**src/rtl/fifo_uart_tx_pkg.sv**
```systemverilog
// Shared constants for the FIFO-fed UART transmitter: FSM state encoding
// and parity-type values.
package fifo_uart_tx_pkg;

  localparam logic [2:0] ST_IDLE   = 3'd0;
  localparam logic [2:0] ST_START  = 3'd1;
  localparam logic [2:0] ST_DATA   = 3'd2;
  localparam logic [2:0] ST_PARITY = 3'd3;
  localparam logic [2:0] ST_STOP   = 3'd4;

  localparam logic PAR_EVEN = 1'b0;
  localparam logic PAR_ODD  = 1'b1;

endpackage

```
**src/rtl/fifo_uart_tx_bit_timer.sv**
```systemverilog
// Bit-period timer: counts 0..CLKS_PER_BIT-1 and flags the last cycle of
// every serial bit; held at zero while clear is high.
module tx_bit_timer #(
  parameter int CLKS_PER_BIT = 16
) (
  input  logic clk,
  input  logic rst_n,
  input  logic clear,
  output logic bit_done
);

  localparam int CW = (CLKS_PER_BIT > 1) ? $clog2(CLKS_PER_BIT) : 1;
  localparam logic [CW-1:0] LAST = CW'(CLKS_PER_BIT - 1);

  logic [CW-1:0] cnt;

  always_ff @(posedge clk or negedge rst_n) begin
    if (!rst_n) begin
      cnt <= '0;
    end else if (clear || bit_done) begin
      cnt <= '0;
    end else begin
      cnt <= cnt + 1'b1;
    end
  end

  assign bit_done = (cnt == LAST);

endmodule

```
**src/rtl/fifo_uart_tx.sv**
```systemverilog
// UART transmitter draining the read side of the async FIFO: pops a word
// whenever one is available and sends start, data LSB-first, parity, stop.
module fifo_uart_tx
  import fifo_uart_tx_pkg::*;
#(
  parameter int DATA_WIDTH   = 8,
  parameter int CLKS_PER_BIT = 16
) (
  input  logic                  clk,
  input  logic                  rst_n,
  input  logic                  fifo_empty,
  input  logic [DATA_WIDTH-1:0] fifo_rd_data,
  output logic                  fifo_r_inc,
  input  logic                  par_en,
  input  logic                  par_typ,
  output logic                  tx_out,
  output logic                  busy
);

  localparam int IW = $clog2(DATA_WIDTH) + 1;
  localparam logic [IW-1:0] LAST_BIT = IW'(DATA_WIDTH - 1);

  logic [2:0]            state;
  logic [DATA_WIDTH-1:0] shift;
  logic [IW-1:0]         bit_idx;
  logic                  par_en_q;
  logic                  par_bit;
  logic                  bit_done;
  logic                  capture;

  tx_bit_timer #(
    .CLKS_PER_BIT(CLKS_PER_BIT)
  ) u_timer (
    .clk     (clk),
    .rst_n   (rst_n),
    .clear   (state == ST_IDLE),
    .bit_done(bit_done)
  );

  // A word is taken from IDLE or on the final stop cycle, so frames chain
  // with no idle gap; reset gating keeps the pop strobe quiet in reset.
  assign capture    = ((state == ST_IDLE) || ((state == ST_STOP) && bit_done)) && !fifo_empty;
  assign fifo_r_inc = capture && rst_n;

  always_ff @(posedge clk or negedge rst_n) begin
    if (!rst_n) begin
      state    <= ST_IDLE;
      shift    <= '0;
      bit_idx  <= '0;
      par_en_q <= 1'b0;
      par_bit  <= 1'b0;
      tx_out   <= 1'b1;
      busy     <= 1'b0;
    end else if (capture) begin
      state    <= ST_START;
      shift    <= fifo_rd_data;
      bit_idx  <= '0;
      par_en_q <= par_en;
      par_bit  <= (^fifo_rd_data) ^ (par_typ == PAR_ODD);
      tx_out   <= 1'b0;
      busy     <= 1'b1;
    end else if (bit_done) begin
      case (state)
        ST_START: begin
          state  <= ST_DATA;
          tx_out <= shift[0];
        end
        ST_DATA: begin
          if (bit_idx == LAST_BIT) begin
            if (par_en_q) begin
              state  <= ST_PARITY;
              tx_out <= par_bit;
            end else begin
              state  <= ST_STOP;
              tx_out <= 1'b1;
            end
          end else begin
            // The line is registered, so it takes the bit that moves into
            // position 0 on this same shift.
            shift   <= shift >> 1;
            tx_out  <= shift[1];
            bit_idx <= bit_idx + 1'b1;
          end
        end
        ST_PARITY: begin
          state  <= ST_STOP;
          tx_out <= 1'b1;
        end
        ST_STOP: begin
          state  <= ST_IDLE;
          tx_out <= 1'b1;
          busy   <= 1'b0;
        end
        default: begin
          state  <= ST_IDLE;
          tx_out <= 1'b1;
          busy   <= 1'b0;
        end
      endcase
    end
  end

endmodule

```
**config.mk**
```make
export PLATFORM = sky130hd
export DESIGN_NAME = fifo_uart_tx
export DESIGN_NICKNAME = d
export VERILOG_FILES = /design/src/rtl/fifo_uart_tx_pkg.sv /design/src/rtl/fifo_uart_tx_bit_timer.sv /design/src/rtl/fifo_uart_tx.sv
export SDC_FILE = /design/constraint.sdc
export NUM_CORES = 1
export LEC_CHECK = 0
export BUFFER_PORTS_ARGS = -buffer_cell sky130_fd_sc_hd__buf_2
export CORE_MARGIN = 5
export CORE_UTILIZATION = 56
export CTS_CLUSTER_SIZE = 40
export DETAILED_ROUTE_END_ITERATION = 10
export GPL_ROUTABILITY_DRIVEN = 0
export PLACE_DENSITY_LB_ADDON = 0.08
export SYNTH_ARGS = -nofsm -noshare
export SYNTH_HDL_FRONTEND = slang
export SYNTH_SLANG_ARGS = --single-unit
```
**constraint.sdc**
```tcl
create_clock -name clk -period 2.4 [get_ports clk]
set_input_delay 0.24 -clock clk [delete_from_list [all_inputs] [get_ports clk]]
set_output_delay 0.24 -clock clk [all_outputs]
set_load 0.02 [all_outputs]
```
Word level (Yosys, flattened, before mapping)
Index checks and enable logic that the tools add are counted.
{"block": "totals", "word_cells": 56, "ram_bits": 0, "rom_bits": 0, "n_memories": 0, "out_inout_bits": 3, "latch_bits": 0, "ff_bits": 23}
{"block": "op_classes", "mux": 22, "multipliers": 0, "n_reduce_logical": 14, "div": 0, "magnitude_cmp": 0, "add_sub_neg": 2, "n_eq_ne": 9, "bitwise": 1, "n_shift": 0}
{"op": "two-way mux 8 bit", "count": 4}
{"op": "two-way mux 4 bit", "count": 5}
{"op": "two-way mux 3 bit", "count": 4}
{"op": "case mux 3 bit (3 select lines)", "count": 1}
{"op": "adder 4 x 1 -> 4 bit, second input constant", "count": 2}
{"op": "XOR reduction 8 bit", "count": 1}
{"op": "two-way mux 1 bit", "count": 7}
{"op": "== test 3 x 2 -> 1 bit, second input constant", "count": 2}
{"op": "== test 4 x 3 -> 1 bit, second input constant", "count": 1}
{"op": "== test 4 bit, second input constant", "count": 1}
{"op": "AND reduction 2 bit", "count": 2}
{"op": "nonzero test 2 bit", "count": 2}
{"op": "== test 3 x 1 -> 1 bit, second input constant", "count": 1}
{"op": "== test 3 bit, second input constant", "count": 1}
{"op": "logical AND 1 bit", "count": 3}
{"op": "logical NOT 3 bit", "count": 1}
{"op": "inequality test 3 bit, second input constant", "count": 1}
{"op": "AND reduction 3 bit", "count": 1}
{"op": "OR reduction 3 bit", "count": 1}
{"op": "logical OR 1 bit", "count": 2}
{"op": "inequality test 2 x 1 -> 1 bit, second input constant", "count": 1}
{"op": "inequality test 2 bit, second input constant", "count": 1}
{"op": "case mux 1 bit (2 select lines)", "count": 1}
{"op": "logical NOT 1 bit", "count": 1}
{"op": "XOR 1 bit", "count": 1}

Depth between registers and ports, before layout
{"block": "logic_depth", "word_depth": 6, "mapped_depth": 6, "depth_no_buf": 5}

Modules after synthesis
A second synthesis with hierarchy kept.
{"block": "unflattened", "cells_unflattened": 113, "hier_area_um2": 1227.4}
{"mod": "fifo_uart_tx", "n_inst": 1, "seq_area_each_um2": 476.7, "cells_per_inst": 100, "area_each_um2": 1056.0}
{"mod": "tx_bit_timer", "n_inst": 1, "seq_area_each_um2": 100.1, "cells_per_inst": 13, "area_each_um2": 171.4}

Least setup slack after synthesis
OpenSTA, ideal clock, no wires.
{"block": "synth_path", "path_type": "register to register", "start": "register state[0]", "end": "register shift[0]", "t_required_ns": 2.275, "stages_incl_launch_ff": 6, "path_slack_ns": 0.552, "t_arrival_ns": 1.724, "setup_time_ns": 0.125, "cell_sequence": "dfrtp_1 or3_1 buf_6 a21oi_4 mux2_1 mux2_2"}
{"block": "synth_via", "elab_chain_cells": 6, "word_cells_on_any_way": 11, "cone_classes": "eq/ne: 3; mux: 1; reduce/logical: 7"}
{"item": "start: declaration", "line": "fifo_uart_tx.sv:23", "rtl": "logic [2:0] state;"}
{"item": "start signal: assignment", "line": "fifo_uart_tx.sv:47", "rtl": "state <= ST_IDLE;"}
{"item": "start signal: assignment", "line": "fifo_uart_tx.sv:55", "rtl": "state <= ST_START;"}
{"item": "start signal: assignment", "line": "fifo_uart_tx.sv:65", "rtl": "state <= ST_DATA;"}
{"item": "== test 3 bit", "line": "fifo_uart_tx.sv:42", "rtl": "assign capture = ((state == ST_IDLE) || ((state == ST_STOP) && bit_done)) && !fifo_empty;"}
{"item": "logical AND 1 bit", "line": "fifo_uart_tx.sv:42"}
{"item": "logical OR 1 bit", "line": "fifo_uart_tx.sv:42"}
{"item": "logical AND 1 bit", "line": "fifo_uart_tx.sv:42"}
{"item": "inequality test 2 bit (no source line) / nonzero test 2 bit (equally long branches)"}
{"item": "AND reduction 3 bit (no source line)"}
{"item": "end signal: assignment", "line": "fifo_uart_tx.sv:56", "rtl": "shift <= fifo_rd_data;"}
{"item": "end signal: assignment", "line": "fifo_uart_tx.sv:80", "rtl": "shift <= shift >> 1;"}
{"item": "end: declaration", "line": "fifo_uart_tx.sv:24", "rtl": "logic [DATA_WIDTH-1:0] shift;"}
Parallel ways exist; a longest one is shown, timed or not.
A chain may end at the register's enable or synchronous reset.

Worst setup path in the final report
{"block": "layout_path", "start": "register state[0]", "end": "output fifo_r_inc"}
{"block": "layout_via", "elab_chain_cells": 5, "word_cells_on_any_way": 6, "cone_classes": "eq/ne: 1; reduce/logical: 5"}
{"item": "== test 3 bit", "line": "fifo_uart_tx.sv:42"}
{"item": "logical AND 1 bit", "line": "fifo_uart_tx.sv:42"}
{"item": "logical OR 1 bit (*)", "line": "fifo_uart_tx.sv:42"}
{"item": "logical AND 1 bit (*)", "line": "fifo_uart_tx.sv:42"}
{"item": "logical AND 1 bit (*)", "line": "fifo_uart_tx.sv:43", "rtl": "assign fifo_r_inc = capture && rst_n;"}
{"item": "end: declaration", "line": "fifo_uart_tx.sv:13", "rtl": "output logic fifo_r_inc,"}
Every way passes the cells marked *; elsewhere a longest branch is shown, timed or not.

==> flow_results.xml <==
<?xml version="1.0" encoding="UTF-8"?>
<metrics>
  <group name="power">
    <metric name="p_per_area" unit="nW/um2">964</metric>
    <metric name="finalPower" unit="W">0.00134</metric>
    <metric name="power_leakage" unit="nW">0.658</metric>
    <metric name="ir_drop" unit="uV">635</metric>
  </group>
  <group name="flow_run">
    <metric name="max_cap_violations" unit="">0</metric>
  </group>
  <group name="critical_path">
    <metric name="critical_path_required" unit="ns">2.16</metric>
    <metric name="path_max_fanout" unit="">8</metric>
    <metric name="critical_path.cell_chain" unit="">or3_1 -&gt; a21oi_4 -&gt; buf_4 -&gt; and2_1 -&gt; buf_2</metric>
    <metric name="cp.arrival" unit="ns">1.90</metric>
    <metric name="end_kind" unit="">primary output</metric>
    <metric name="timing.reg2reg.setup_slack" unit="ns">0.32</metric>
    <metric name="setup.worst_path.start" unit="">state[0]$_DFFE_PN0P_</metric>
    <metric name="reg2reg_from" unit="">state[0]$_DFFE_PN0P_</metric>
    <metric name="cpPeakStageDelay" unit="ns">0.51</metric>
    <metric name="setup.worst_path.class" unit="">reg -&gt; out</metric>
    <metric name="crit_path_max_delay_cell_type" unit="">sky130_fd_sc_hd__or3_1</metric>
    <metric name="timing.critical_path.from_type" unit="">register</metric>
  </group>
  <group name="layout">
    <metric name="finish.net_count" unit="">143</metric>
    <metric name="finish.utilization" unit="%">64.1</metric>
    <metric name="area_growth" unit="%">11.9</metric>
    <metric name="final_cell_count_no_fill" unit="">155</metric>
    <metric name="proportion_of_layout_cells_with_a_drive_suffix_above_1" unit="%">28.3</metric>
    <metric name="n_antenna_cell" unit="">0</metric>
    <metric name="num-fill-cells" unit="">187</metric>
    <metric name="layout.cells.most_common" unit="">sky130_fd_sc_hd__dfrtp_1</metric>
    <metric name="commonest_cells_after_routing_fill_and_taps_aside" unit="">sky130_fd_sc_hd__dfrtp_1 (22), sky130_fd_sc_hd__buf_2 (15), sky130_fd_sc_hd__nor2_1 (10)</metric>
  </group>
  <group name="timing">
    <metric name="rsz_0062_raised_after_global_routing" unit="">no</metric>
    <metric name="period_share" unit="%">89.2</metric>
    <metric name="final_count_of_hold_timing_violations" unit="">0</metric>
    <metric name="post_route_skew" unit="ns">0.00882</metric>
    <metric name="maxClockFrequency" unit="GHz">0.467</metric>
    <metric name="finalSetupViolations" unit="">0</metric>
    <metric name="fin_setup_tns" unit="ns">0</metric>
    <metric name="timing.final.crit_period" unit="ns">2.14</metric>
    <metric name="final.setup.worst_slack" unit="ns">0.259</metric>
    <metric name="tightestPinTransition" unit="ns">0.297</metric>
    <metric name="timing.max_slew.rel_slack" unit="%">80.1</metric>
    <metric name="finalMaxSlewViolations" unit="">0</metric>
  </group>
  <group name="synth">
    <metric name="post_synth_main_area_contributors" unit="">sky130_fd_sc_hd__dfrtp_1 (44%), sky130_fd_sc_hd__mux2_1 (7.3%), sky130_fd_sc_hd__mux2_2 (6.3%)</metric>
    <metric name="synth-edff-count" unit="">0</metric>
    <metric name="number_of_distinct_library_cells_after_synthesis" unit="">36</metric>
    <metric name="async_flop_share" unit="%">100</metric>
    <metric name="syn-mean-instance-area" unit="um2">11.7</metric>
    <metric name="synth_area_leader" unit="">sky130_fd_sc_hd__dfrtp_1</metric>
    <metric name="post_synth_net_total" unit="">121</metric>
    <metric name="synthesis.yosys.warnings" unit="">0</metric>
    <metric name="ys.flop_type" unit="">sky130_fd_sc_hd__dfrtp_1</metric>
    <metric name="ys_seq_area_share" unit="%">46.4</metric>
    <metric name="yosysTopAreaCellShare" unit="%">44.3</metric>
    <metric name="ff_latch_count_synth" unit="">23</metric>
    <metric name="postSynthCellCount" unit="">106</metric>
    <metric name="synthesis.area" unit="um2">1240</metric>
  </group>
  <group name="grt">
    <metric name="grt-ovfl-total" unit="">0</metric>
    <metric name="gr-usage-all-layers" unit="%">15.0</metric>
    <metric name="grt_antenna_before_repair" unit="">0</metric>
    <metric name="grt_start_max_net_pins" unit="">25</metric>
    <metric name="grt_pass1_vias" unit="">914</metric>
    <metric name="wire_length_of_the_first_global_routing_pass" unit="mm">3.86</metric>
  </group>
  <group name="route">
    <metric name="drc" unit="">0</metric>
    <metric name="wl" unit="mm">2.14</metric>
    <metric name="initialDrtViolationCount" unit="">16</metric>
    <metric name="drt_pre_antenna_iters" unit="">4</metric>
    <metric name="detail-route-antenna-nets" unit="">0</metric>
    <metric name="avgRoutedWirePerCell" unit="um">13.8</metric>
    <metric name="vias" unit="">856</metric>
    <metric name="post_drt_via_cell_ratio" unit="">5.52</metric>
  </group>
  <group name="clock_network">
    <metric name="ctsLongestPathBuffers" unit="">2</metric>
    <metric name="tritoncts" unit="">yes</metric>
    <metric name="cts.sink_count" unit="">23</metric>
    <metric name="numCtsBuffers" unit="">3</metric>
    <metric name="root_buffer_cell" unit="">sky130_fd_sc_hd__clkbuf_4</metric>
    <metric name="clock_latency" unit="ns">0.31</metric>
    <metric name="path_clk_slew" unit="ns">0.13</metric>
    <metric name="ctsHtreeMaxLevel" unit="">1</metric>
  </group>
  <group name="place">
    <metric name="dp_worst_setup_slack" unit="ns">0.331</metric>
    <metric name="post-dp-hpwl" unit="mm">1.63</metric>
    <metric name="io_buffer_count" unit="">15</metric>
    <metric name="place.detailed.instances" unit="">149</metric>
  </group>
  <group name="floorplanning">
    <metric name="die_y" unit="um">57.1</metric>
    <metric name="dieWidth" unit="um">57.1</metric>
    <metric name="boundaryPins" unit="">16</metric>
    <metric name="placement_rows" unit="">17</metric>
    <metric name="dieArea" unit="um2">3260</metric>
    <metric name="start_util" unit="%">57.3</metric>
    <metric name="placeableCoreArea" unit="um2">2170</metric>
  </group>
  <group name="run_status">
    <metric name="run_status" unit="">complete, no violations</metric>
  </group>
  <group name="worst_hold_path">
    <metric name="timing.hold.worst.class" unit="">in -&gt; reg</metric>
    <metric name="hold_start" unit="">par_en</metric>
  </group>
</metrics>
[logic make-up (layout without fill, tap and decap cells)]
group           count (synthesis)  count (layout)  share of synthesized area (%)
compound gates                 16              16                           10.6
xor+xnor                       12              12                           9.57
fa+ha+maj                       2               2                           2.01
buf+inv                         6              27                           3.02
flops                          23              23                           46.4
mux                            17              17                           15.2
simple gates                   30              30                           13.2
[layout make-up]
type | instances | area (um2) | area share [%]
Multi-Input combinational cell | 77 | 628 | 45.2
Sequential cell | 23 | 577 | 41.5
Timing Repair Buffer | 19 | 108 | 7.74
Tap cell | 28 | 35.0 | 2.52
Clock buffer | 3 | 22.5 | 1.62
Inverter | 4 | 15.0 | 1.08
Clock inverter | 1 | 5.00 | 0.360
[cells in the mapped netlist, types with 2 or more instances]
master / instances
sky130_fd_sc_hd__inv_1: 4
sky130_fd_sc_hd__and3_1: 2
sky130_fd_sc_hd__nand2_1: 4
sky130_fd_sc_hd__ha_1: 2
sky130_fd_sc_hd__nand4_1: 2
sky130_fd_sc_hd__nand3_1: 2
sky130_fd_sc_hd__nor2_1: 10
sky130_fd_sc_hd__nand2b_1: 2
sky130_fd_sc_hd__xor2_1: 5
sky130_fd_sc_hd__mux2i_1: 2
sky130_fd_sc_hd__mux2_2: 7
sky130_fd_sc_hd__dfrtp_1: 22
sky130_fd_sc_hd__buf_6: 2
sky130_fd_sc_hd__o21ai_0: 6
sky130_fd_sc_hd__xnor2_1: 6
sky130_fd_sc_hd__mux2_1: 8
[path summary, 6_finish.rpt]
kind / to / cells after the start
max in group asynchronous: tx_out$_DFFE_PN1P_ / 3
hold reg to reg: u_timer.cnt[0]$_DFF_PN0_ / 1
setup / recovery: fifo_r_inc / 5
hold / removal: par_en_q$_DFFE_PN0N_ / 3
setup reg to reg: shift[5]$_DFFE_PN0P_ / 5
min in group asynchronous: bit_idx[3]$_DFFE_PN0P_ / 3
[per-layer routing]
metal	track usage [%]	wire (um)	up-vias
met5	0	0	-
met4	5.96	17	0
met3	2.49	75	2
met2	25.4	1100	17
met1	19.1	942	423
li1	-	-	414
[power breakdown]
part	internal [W]	switching (W)	leakage, nW
sequential	0.000548	0.000133	0.284
combinational	0.000265	0.000215	0.356
clock	0.0000622	0.000116	0.0177
total	0.000875	0.000465	0.658
[registers in the layout, indices dropped and copies added (netlist names)]
| name | cells |
|---|---|
| shift | 8 |
| tx_out | 1 |
| par_en_q | 1 |
| state | 3 |
| bit_idx | 4 |
| busy | 1 |
| par_bit | 1 |
| u_timer.cnt | 4 |
[per-stage QoR]
step / hold slack [ns] / area, um2
CTS: 0.143 / 1390
global route: 0.151 / 1390
global placement: 0.233 / 1350
detailed placement: 0.236 / 1350
floorplan: -0.0556 / 1240
finish: 0.159 / 1390
[critical path, delay by kind of cell (launching register included)]
family                 cells  cell delay (ns)
buffers and inverters      2             0.31
AOI/OAI and AO/OA          1             0.17
DFF                        1             0.48
and+or+nand+nor            2             0.62
[repair_timing]
item	CTS	global route
gates resized for setup	0	0
endpoints found under the setup margin	1	0
endpoints found under the hold margin	22	0
hold buffers	1	0
setup buffers	1	0
No activity file was read; power rests on OpenSTA's default activity.
